File: src/rtl/edge_det_pkg.sv
// ---------------------------------------------------------------------------
// edge_det_pkg
// Shared definitions for the multi-channel edge detector:
//   - edge_mode_e : per-channel detect mode encoding
//   - parameter defaults and legal bounds for NCH, SYNC_STAGES, FILT_LEN
//   - mode_match(): decides whether a completed transition should be reported
// ---------------------------------------------------------------------------
package edge_det_pkg;

  typedef enum logic [1:0] {
    EDGE_OFF  = 2'b00,
    EDGE_RISE = 2'b01,
    EDGE_FALL = 2'b10,
    EDGE_BOTH = 2'b11
  } edge_mode_e;

  localparam int NCH_DEF         = 4;
  localparam int NCH_MIN         = 1;
  localparam int NCH_MAX         = 32;
  localparam int SYNC_STAGES_DEF = 2;
  localparam int SYNC_STAGES_MIN = 2;
  localparam int SYNC_STAGES_MAX = 4;
  localparam int FILT_LEN_DEF    = 3;
  localparam int FILT_LEN_MIN    = 1;
  localparam int FILT_LEN_MAX    = 255;

  // Returns 1 when a transition towards new_level is one the mode reports.
  function automatic logic mode_match(input edge_mode_e mode, input logic new_level);
    logic hit;
    case (mode)
      EDGE_OFF:  hit = 1'b0;
      EDGE_RISE: hit = new_level;
      EDGE_FALL: hit = ~new_level;
      EDGE_BOTH: hit = 1'b1;
      default:   hit = 1'b0;
    endcase
    return hit;
  endfunction

endpackage

File: src/rtl/edge_chan.sv
// ---------------------------------------------------------------------------
// edge_chan
// One detector channel: synchroniser chain, stability filter, edge detect
// and sticky flag.
// Ports:
//   clk    in   clock, rising edge
//   rst_n  in   synchronous active-low reset
//   data   in   raw asynchronous channel input
//   mode   in   2-bit detect mode (edge_mode_e encoding)
//   clr    in   write-1-to-clear strobe for flag
//   level  out  filtered, synchronised level
//   pulse  out  one-cycle pulse on a reported transition
//   flag   out  sticky transition-seen flag
// ---------------------------------------------------------------------------
module edge_chan
  import edge_det_pkg::*;
#(
  parameter int SYNC_STAGES = SYNC_STAGES_DEF,
  parameter int FILT_LEN    = FILT_LEN_DEF
) (
  input  logic       clk,
  input  logic       rst_n,
  input  logic       data,
  input  logic [1:0] mode,
  input  logic       clr,
  output logic       level,
  output logic       pulse,
  output logic       flag
);

  localparam int CNT_W = $clog2(FILT_LEN + 1);
  // The level is accepted on the edge where the counter would reach
  // FILT_LEN, i.e. when it currently holds FILT_LEN-1.
  localparam logic [CNT_W-1:0] CNT_LAST = CNT_W'(FILT_LEN - 1);

  logic [SYNC_STAGES-1:0] sync_r;
  logic [CNT_W-1:0]       cnt_r;
  logic                   level_r;
  logic                   pulse_r;
  logic                   flag_r;

  logic                   sync_val_s;
  logic [CNT_W-1:0]       cnt_nxt_s;
  logic                   level_nxt_s;
  logic                   pulse_nxt_s;
  logic                   flag_nxt_s;

  assign sync_val_s = sync_r[SYNC_STAGES-1];

  // Filter, edge detect and flag next-state.
  always_comb begin
    cnt_nxt_s   = '0;
    level_nxt_s = level_r;
    pulse_nxt_s = 1'b0;
    flag_nxt_s  = flag_r;
    if (sync_val_s != level_r) begin
      if (cnt_r == CNT_LAST) begin
        level_nxt_s = sync_val_s;
        pulse_nxt_s = mode_match(edge_mode_e'(mode), sync_val_s);
      end else begin
        cnt_nxt_s = cnt_r + CNT_W'(1);
      end
    end else begin
      // Agreement with the accepted level (or a reversal) drops any credit.
      cnt_nxt_s = '0;
    end
    // A new edge beats a simultaneous clear.
    if (pulse_nxt_s) begin
      flag_nxt_s = 1'b1;
    end else if (clr) begin
      flag_nxt_s = 1'b0;
    end else begin
      flag_nxt_s = flag_r;
    end
  end

  // Channel state registers.
  always_ff @(posedge clk) begin
    if (!rst_n) begin
      sync_r  <= '0;
      cnt_r   <= '0;
      level_r <= 1'b0;
      pulse_r <= 1'b0;
      flag_r  <= 1'b0;
    end else begin
      sync_r  <= {sync_r[SYNC_STAGES-2:0], data};
      cnt_r   <= cnt_nxt_s;
      level_r <= level_nxt_s;
      pulse_r <= pulse_nxt_s;
      flag_r  <= flag_nxt_s;
    end
  end

  assign level = level_r;
  assign pulse = pulse_r;
  assign flag  = flag_r;

endmodule

File: src/rtl/multi_edge_detector.sv
// ---------------------------------------------------------------------------
// multi_edge_detector
// NCH independent filtered edge detectors with sticky flags and an
// aggregated interrupt.
// Ports:
//   i_CLK    in   clock, rising edge
//   i_RST    in   synchronous active-low reset
//   i_DATA   in   [NCH]    raw asynchronous channel inputs
//   i_MODE   in   [2*NCH]  per-channel mode, bits [2k+1:2k] for channel k
//   i_CLR    in   [NCH]    write-1-to-clear strobes for o_FLAG
//   o_LEVEL  out  [NCH]    filtered, synchronised levels
//   o_PULSE  out  [NCH]    one-cycle edge pulses
//   o_FLAG   out  [NCH]    sticky edge-seen flags
//   o_IRQ    out  1        registered OR of o_FLAG
// ---------------------------------------------------------------------------
module multi_edge_detector
  import edge_det_pkg::*;
#(
  parameter int NCH         = NCH_DEF,
  parameter int SYNC_STAGES = SYNC_STAGES_DEF,
  parameter int FILT_LEN    = FILT_LEN_DEF
) (
  input  logic             i_CLK,
  input  logic             i_RST,
  input  logic [NCH-1:0]   i_DATA,
  input  logic [2*NCH-1:0] i_MODE,
  input  logic [NCH-1:0]   i_CLR,
  output logic [NCH-1:0]   o_LEVEL,
  output logic [NCH-1:0]   o_PULSE,
  output logic [NCH-1:0]   o_FLAG,
  output logic             o_IRQ
);

  for (genvar k = 0; k < NCH; k++) begin : g_chan
    edge_chan #(
      .SYNC_STAGES (SYNC_STAGES),
      .FILT_LEN    (FILT_LEN)
    ) u_chan (
      .clk   (i_CLK),
      .rst_n (i_RST),
      .data  (i_DATA[k]),
      .mode  (i_MODE[2*k +: 2]),
      .clr   (i_CLR[k]),
      .level (o_LEVEL[k]),
      .pulse (o_PULSE[k]),
      .flag  (o_FLAG[k])
    );
  end

  // Interrupt register: follows the flags one cycle late.
  always_ff @(posedge i_CLK) begin
    if (!i_RST) begin
      o_IRQ <= 1'b0;
    end else begin
      o_IRQ <= |o_FLAG;
    end
  end

endmodule

File: config.mk
export PLATFORM = sky130hd
export DESIGN_NAME = multi_edge_detector
export DESIGN_NICKNAME = d
export VERILOG_FILES = /design/src/rtl/edge_det_pkg.sv /design/src/rtl/edge_chan.sv /design/src/rtl/multi_edge_detector.sv
export SDC_FILE = /design/constraint.sdc
export NUM_CORES = 1
export LEC_CHECK = 0
export BUFFER_PORTS_ARGS = -buffer_cell sky130_fd_sc_hd__buf_4
export CORE_MARGIN = 3
export CORE_UTILIZATION = 40
export DETAILED_ROUTE_END_ITERATION = 10
export GPL_TIMING_DRIVEN = 0
export MAX_ROUTING_LAYER = met4
export PLACE_DENSITY = 0.7
export SLEW_MARGIN = 20
export SYNTH_ARGS = -nofsm -noshare
export SYNTH_HDL_FRONTEND = slang
export SYNTH_SLANG_ARGS = --single-unit
export TNS_END_PERCENT = 10
File: constraint.sdc
create_clock -name i_CLK -period 1.1 [get_ports i_CLK]
set_clock_uncertainty 0.05 [all_clocks]
set_input_delay 0.055 -clock i_CLK [delete_from_list [all_inputs] [get_ports i_CLK]]
set_output_delay 0.055 -clock i_CLK [all_outputs]
set_load 0.05 [all_outputs]
Yosys cells after proc, flatten, opt, wreduce, memory -nomap -nowiden
Index checks and enable logic that the tools add are counted.
Widths: inputs -> output; s select.
- register bits after elaboration: 29
- bits in latches: 0
- bits in writable memories: 0
- bits in read-only memories: 0
- memories kept: 0
- $add $sub $neg: 4
- multipliers: 0
- divide/modulo/power cells: 0
- order comparisons: 0
- equal/unequal tests: 20
- shifts and indexed selects: 0
- mux-type cells: 20
- bitwise operators: 9
- reduce and logical (&&, ||, !) cells: 17
- operators with widths (kind ; count):
    $eq 2x2->1 const B ; 12
    $mux 1 ; 16
    $pmux 1 s4 ; 4
    $reduce_or 3->1 ; 4
    $not 1->1 ; 9
    $add 2x1->2 const B ; 4
    $eq 2x1->1 const B ; 4
    $logic_not 2->1 ; 4
    $reduce_and 2->1 ; 4
    $reduce_bool 2->1 ; 4
    $ne 1x1->1 ; 4
    $reduce_or 4->1 ; 1

Depth between registers and ports, before layout
- depth in word-level cells: 5
- mapped depth: 5

By module
Synthesis repeated with hierarchy kept, for this count alone.
- cell total of the unflattened synthesis: 94
- area, all modules: 1027.2 µm²
- by module, submodules not included (module ; instances ; cells each ; area an instance (µm²) ; seq. area each (µm²)):
    edge_chan ; 4 ; 23 ; 249.0 ; 140.1
    multi_edge_detector ; 1 ; 2 ; 31.3 ; 20.0

Least setup slack after synthesis
No wires, ideal clock.
- kind: register -> register
- from: register g_chan[0].u_chan.cnt_r[0]
- to: register g_chan[0].u_chan.flag_r
- arrival: 855 ps
- data required time: 934 ps
- slack: 79 ps
- cell stages (with the launch flop): 6
- path buffers: 0
- period minus slack after synthesis: 1021 ps
- path through: dfxtp_1 inv_1 ha_1 nand2_1 a21oi_2 a31o_2
- cells in the longest elaborated chain, start to end: 4
- ends and longest elaborated chain (element ; RTL line ; RTL):
    from (decl) ; edge_chan.sv:37 ; logic [CNT_W-1:0] cnt_r;
    from (signal assigned) ; edge_chan.sv:87 ; cnt_r <= cnt_nxt_s;
    $eq 2x2->1 * ; edge_chan.sv:57 ; if (cnt_r == CNT_LAST) begin
    $mux 1 * ; edge_chan.sv:57 ;
    $mux 1 * ; edge_chan.sv:56 ; if (sync_val_s != level_r) begin
    $mux 1 / $reduce_bool 2->1 (equally long branches) ; -- ;
    to (signal assigned) ; edge_chan.sv:90 ; flag_r <= flag_nxt_s;
    to (decl) ; edge_chan.sv:40 ; logic flag_r;
Every way passes the cells marked *; elsewhere a longest branch is shown, timed or not.
A chain may end at the register's enable or synchronous reset.

Final worst setup path
- from: register g_chan[0].u_chan.level_r
- to: output o_LEVEL[0]
- RTL lines (element ; RTL line ; RTL):
    from (decl) ; edge_chan.sv:38 ; logic level_r;
    from (signal assigned) ; edge_chan.sv:88 ; level_r <= level_nxt_s;
    to (decl) ; multi_edge_detector.sv:28 ; output logic [NCH-1:0] o_LEVEL,
No word-level cell between the ends.

==> results.toml <==
[status]
status = "completed"

[finish]
nets = 184
drive_gt1_share_pct = 46.01
mostFrequentLayoutCell = "buf_4"
antennaDiodeCount = 0
post-route-util_pct = 64.49
layout_common_cells = "buf_4, dfxtp_1, dlygate4sd3_1"
area_delta_synth_final_pct = 47.03

[drt]
vias = 849
routed_via_density = 4.399
drtIter0Drc = 12
wl_per_cell_um = 11.08
drc = 0
drtAntennaViolNets = 0
routed_wl_um = 2139
dr.pass1.iters = 4

[critical_path]
crit_top_cell = "buf_4"
critical_path.max_stage_delay_ns = 0.36
timing.rr.end = "g_chan[0].u_chan.flag$_SDFFE_PN0P_"
crit_buf_inv = 2
arrival_ns = 0.97
required_ns = 1.00
cp_max_fo = 5
reg2reg_slack_ns = 0.05
reg2reg_depth = 5
start_kind = "flop"
rr_startpoint = "g_chan[0].u_chan.cnt_r[0]$_SDFF_PP0_"
path_class = "reg2out"
crit_chain = "buf_4, buf_4"
end_kind = "output pin"
slowest_stage = "dfxtp_4"
critical-path-top-delay-family = "flip-flops"

[clocking]
cts_root_buf = "clkbuf_4"
clockBufferDepth = 2
clock_latency_ns = 0.31
numCtsBuffers = 5
cts_setup_buffers = 0
cts_tree = "done"
h-tree-depth = 2
cts.sinks = 29
clkTransAtPathRegs_ns = 0.08

[power]
combPwrFrac_pct = 8.2
pwr-share-seq_pct = 59.6
leakagePower_uw = 0.0007446
power_density_nw_per_um2 = 1080
ir_drop_uv = 805.1
clkPwrFrac_pct = 32.2
totalPowerFinal_uw = 1803
sw_frac_of_total_pct = 21.21
p_switching_uw = 382.6
p_int_uw = 1421

[logic_synthesis]
synth_top_family_by_area = "simple AND/OR/NAND/NOR gates"
syn-cell-area_sq_um = 1136
avgSynthCellArea_sq_um = 10.52
synth_cell_types = 17
synthMuxAreaShare_pct = 3.524
yosysSeqAreaShare_pct = 51.10
synthCells = 108
yosys_warnings = 0
ys_ff_latch = 29
syn_nets = 130
synth_simple_gate_area_share_pct = 18.61
synthAdderAreaFrac_pct = 4.405
synth-compound-area-share_pct = 7.269
synth_xor_area_share_pct = 3.084

[global_routing]
track_usage_pct = 13.74
grt_max_degree = 11
grt_pass1_wl_um = 3381
grt_pass1_vias = 847
antenna_found_initial = 0
grt_overflow = 0

[placed_design]
io_buffers = 30
place_ws_ns = 0.02047
hpwl_um = 1407
globalplace.congestion = 0.7458

[min_path]
min_from = "g_chan[2].u_chan.cnt_r[0]$_SDFF_PP0_"
min_to = "g_chan[2].u_chan.cnt_r[0]$_SDFF_PP0_"
min_path_cells = 1
hold_path.class = "reg2reg"

[sta]
hold_viol_final = 0
fin_tns_setup_ns = 0
timing.final.ws_setup_ns = 0.02249
whs_ns = 0.3471
maxSlewViolCount = 0
final-setup-viol-count = 0
finalCritPeriodShare_pct = 97.96
fmax_mhz = 928.1
rsz0062_at_grt = "yes"
max_slew_margin_pct = 91.91
tightestPinTransition_ns = 0.1180
min_period_ns = 1.078

[floorplanning]
ios = 31
die_area_sq_um = 3516
dieWidth_um = 59.30
rows = 18
initial_utilization_pct = 43.86
die_y_um = 59.30
core_sq_um = 2590

[job]
maxCapViolations = 0
[cell families (layout without fill, tap and decap cells)]
kind of cell	after synthesis	count (layout)
xor+xnor	4	4
buf+inv	22	77
flops	29	29
compound gates	9	9
simple gates	36	36
mux	4	4
fa+ha+maj	4	4
[per-stage QoR]
stage	cell area (sq um)	cells
3_3_place_gp	1399	168
5_1_grt	1670	193
2_1_floorplan	1136	108
3_5_place_dp	1399	168
4_1_cts	1628	193
6_report	1670	193
[state kept, by name (all words and copies together), names as in the netlist]
signal                cells
g_chan.u_chan.cnt_r       8
g_chan.u_chan.flag        4
g_chan.u_chan.level       4
g_chan.u_chan.pulse       4
g_chan.u_chan.sync_r      8
o_IRQ                     1
[per-layer routing]
metal / global-route usage [%] / share of wire (%)
met1: 13.42 / 41
met2: 22.62 / 50
met3: 4.575 / 7.7
met4: 9.709 / 1.5
met5: - / 0
[worst register-to-register path, delay by kind of cell (launching register included)]
family	cells	cell delay, ns
AO/OA/AOI/OAI	2	0.25
adder cells (fa/ha/maj)	1	0.19
buffers and inverters	1	0.04
flip-flops	1	0.33
AND/OR/NAND/NOR	1	0.09
[power groups by stage]
stage | logic [uW] | clock network (uW) | registers [uW]
3_5_place_dp | 98.1 | 0 | 1100
6_report | 148 | 580 | 1080
5_1_grt | 162 | 666 | 1080
2_1_floorplan | 40.2 | 0 | 1100
4_1_cts | 147 | 602 | 1080
3_3_place_gp | 96.1 | 0 | 1100
[synth_stat cells]
master    number  area, sq um
buf_6          1        11.26
buf_4         12        90.09
and2_1         8        50.05
a21oi_2        4        35.03
o41a_2         1        12.51
xor2_1         4        35.03
inv_1          8        30.03
clkbuf_2       1        5.000
a31o_2         4        35.03
nor2b_1        3        18.77
dfxtp_1       29        580.6
nand3b_1      12        90.09
mux2i_1        4        40.04
nor2_1         8        30.03
nand2_1        4        15.01
and2b_1        1        7.510
ha_1           4        50.05
[worst max-delay path by stage]
| stage | cells after the start | start | end | slack (ns) |
|---|---|---|---|---|
| final | 2 | g_chan[0].u_chan.level$_SDFFE_PN0P_ | o_LEVEL[0] | 0.02 |
| after global routing | 2 | g_chan[0].u_chan.level$_SDFFE_PN0P_ | o_LEVEL[0] | -0.03 |
| after CTS | 2 | g_chan[1].u_chan.flag$_SDFFE_PN0P_ | o_FLAG[1] | 0.003 |
| after detailed placement | 5 | g_chan[2].u_chan.cnt_r[0]$_SDFF_PP0_ | g_chan[2].u_chan.flag$_SDFFE_PN0P_ | 0.02 |
| after global placement | 5 | g_chan[3].u_chan.cnt_r[0]$_SDFF_PP0_ | g_chan[3].u_chan.flag$_SDFFE_PN0P_ | 0.04 |
| after floorplan | 5 | g_chan[0].u_chan.cnt_r[0]$_SDFF_PP0_ | g_chan[0].u_chan.flag$_SDFFE_PN0P_ | 0.08 |
[final cells by class]
cell class                      count  area (sq um)
Tap cell                           30         37.54
Inverter                            8         30.03
Multi-Input combinational cell     57         439.2
Sequential cell                    29         598.1
Clock buffer                        8         48.80
Timing Repair Buffer               47         410.4
Fill cell                         199         919.6
Buffer                             14         106.4
[repair_timing]
item / 4_1_cts / 5_1_grt
hold buffers: 17 / 0
resized for setup: 6 / 17
endpoints found under the hold margin: 12 / 0
endpoints found under the setup margin: 6 / 12
No activity file was read; power rests on OpenSTA's default activity.
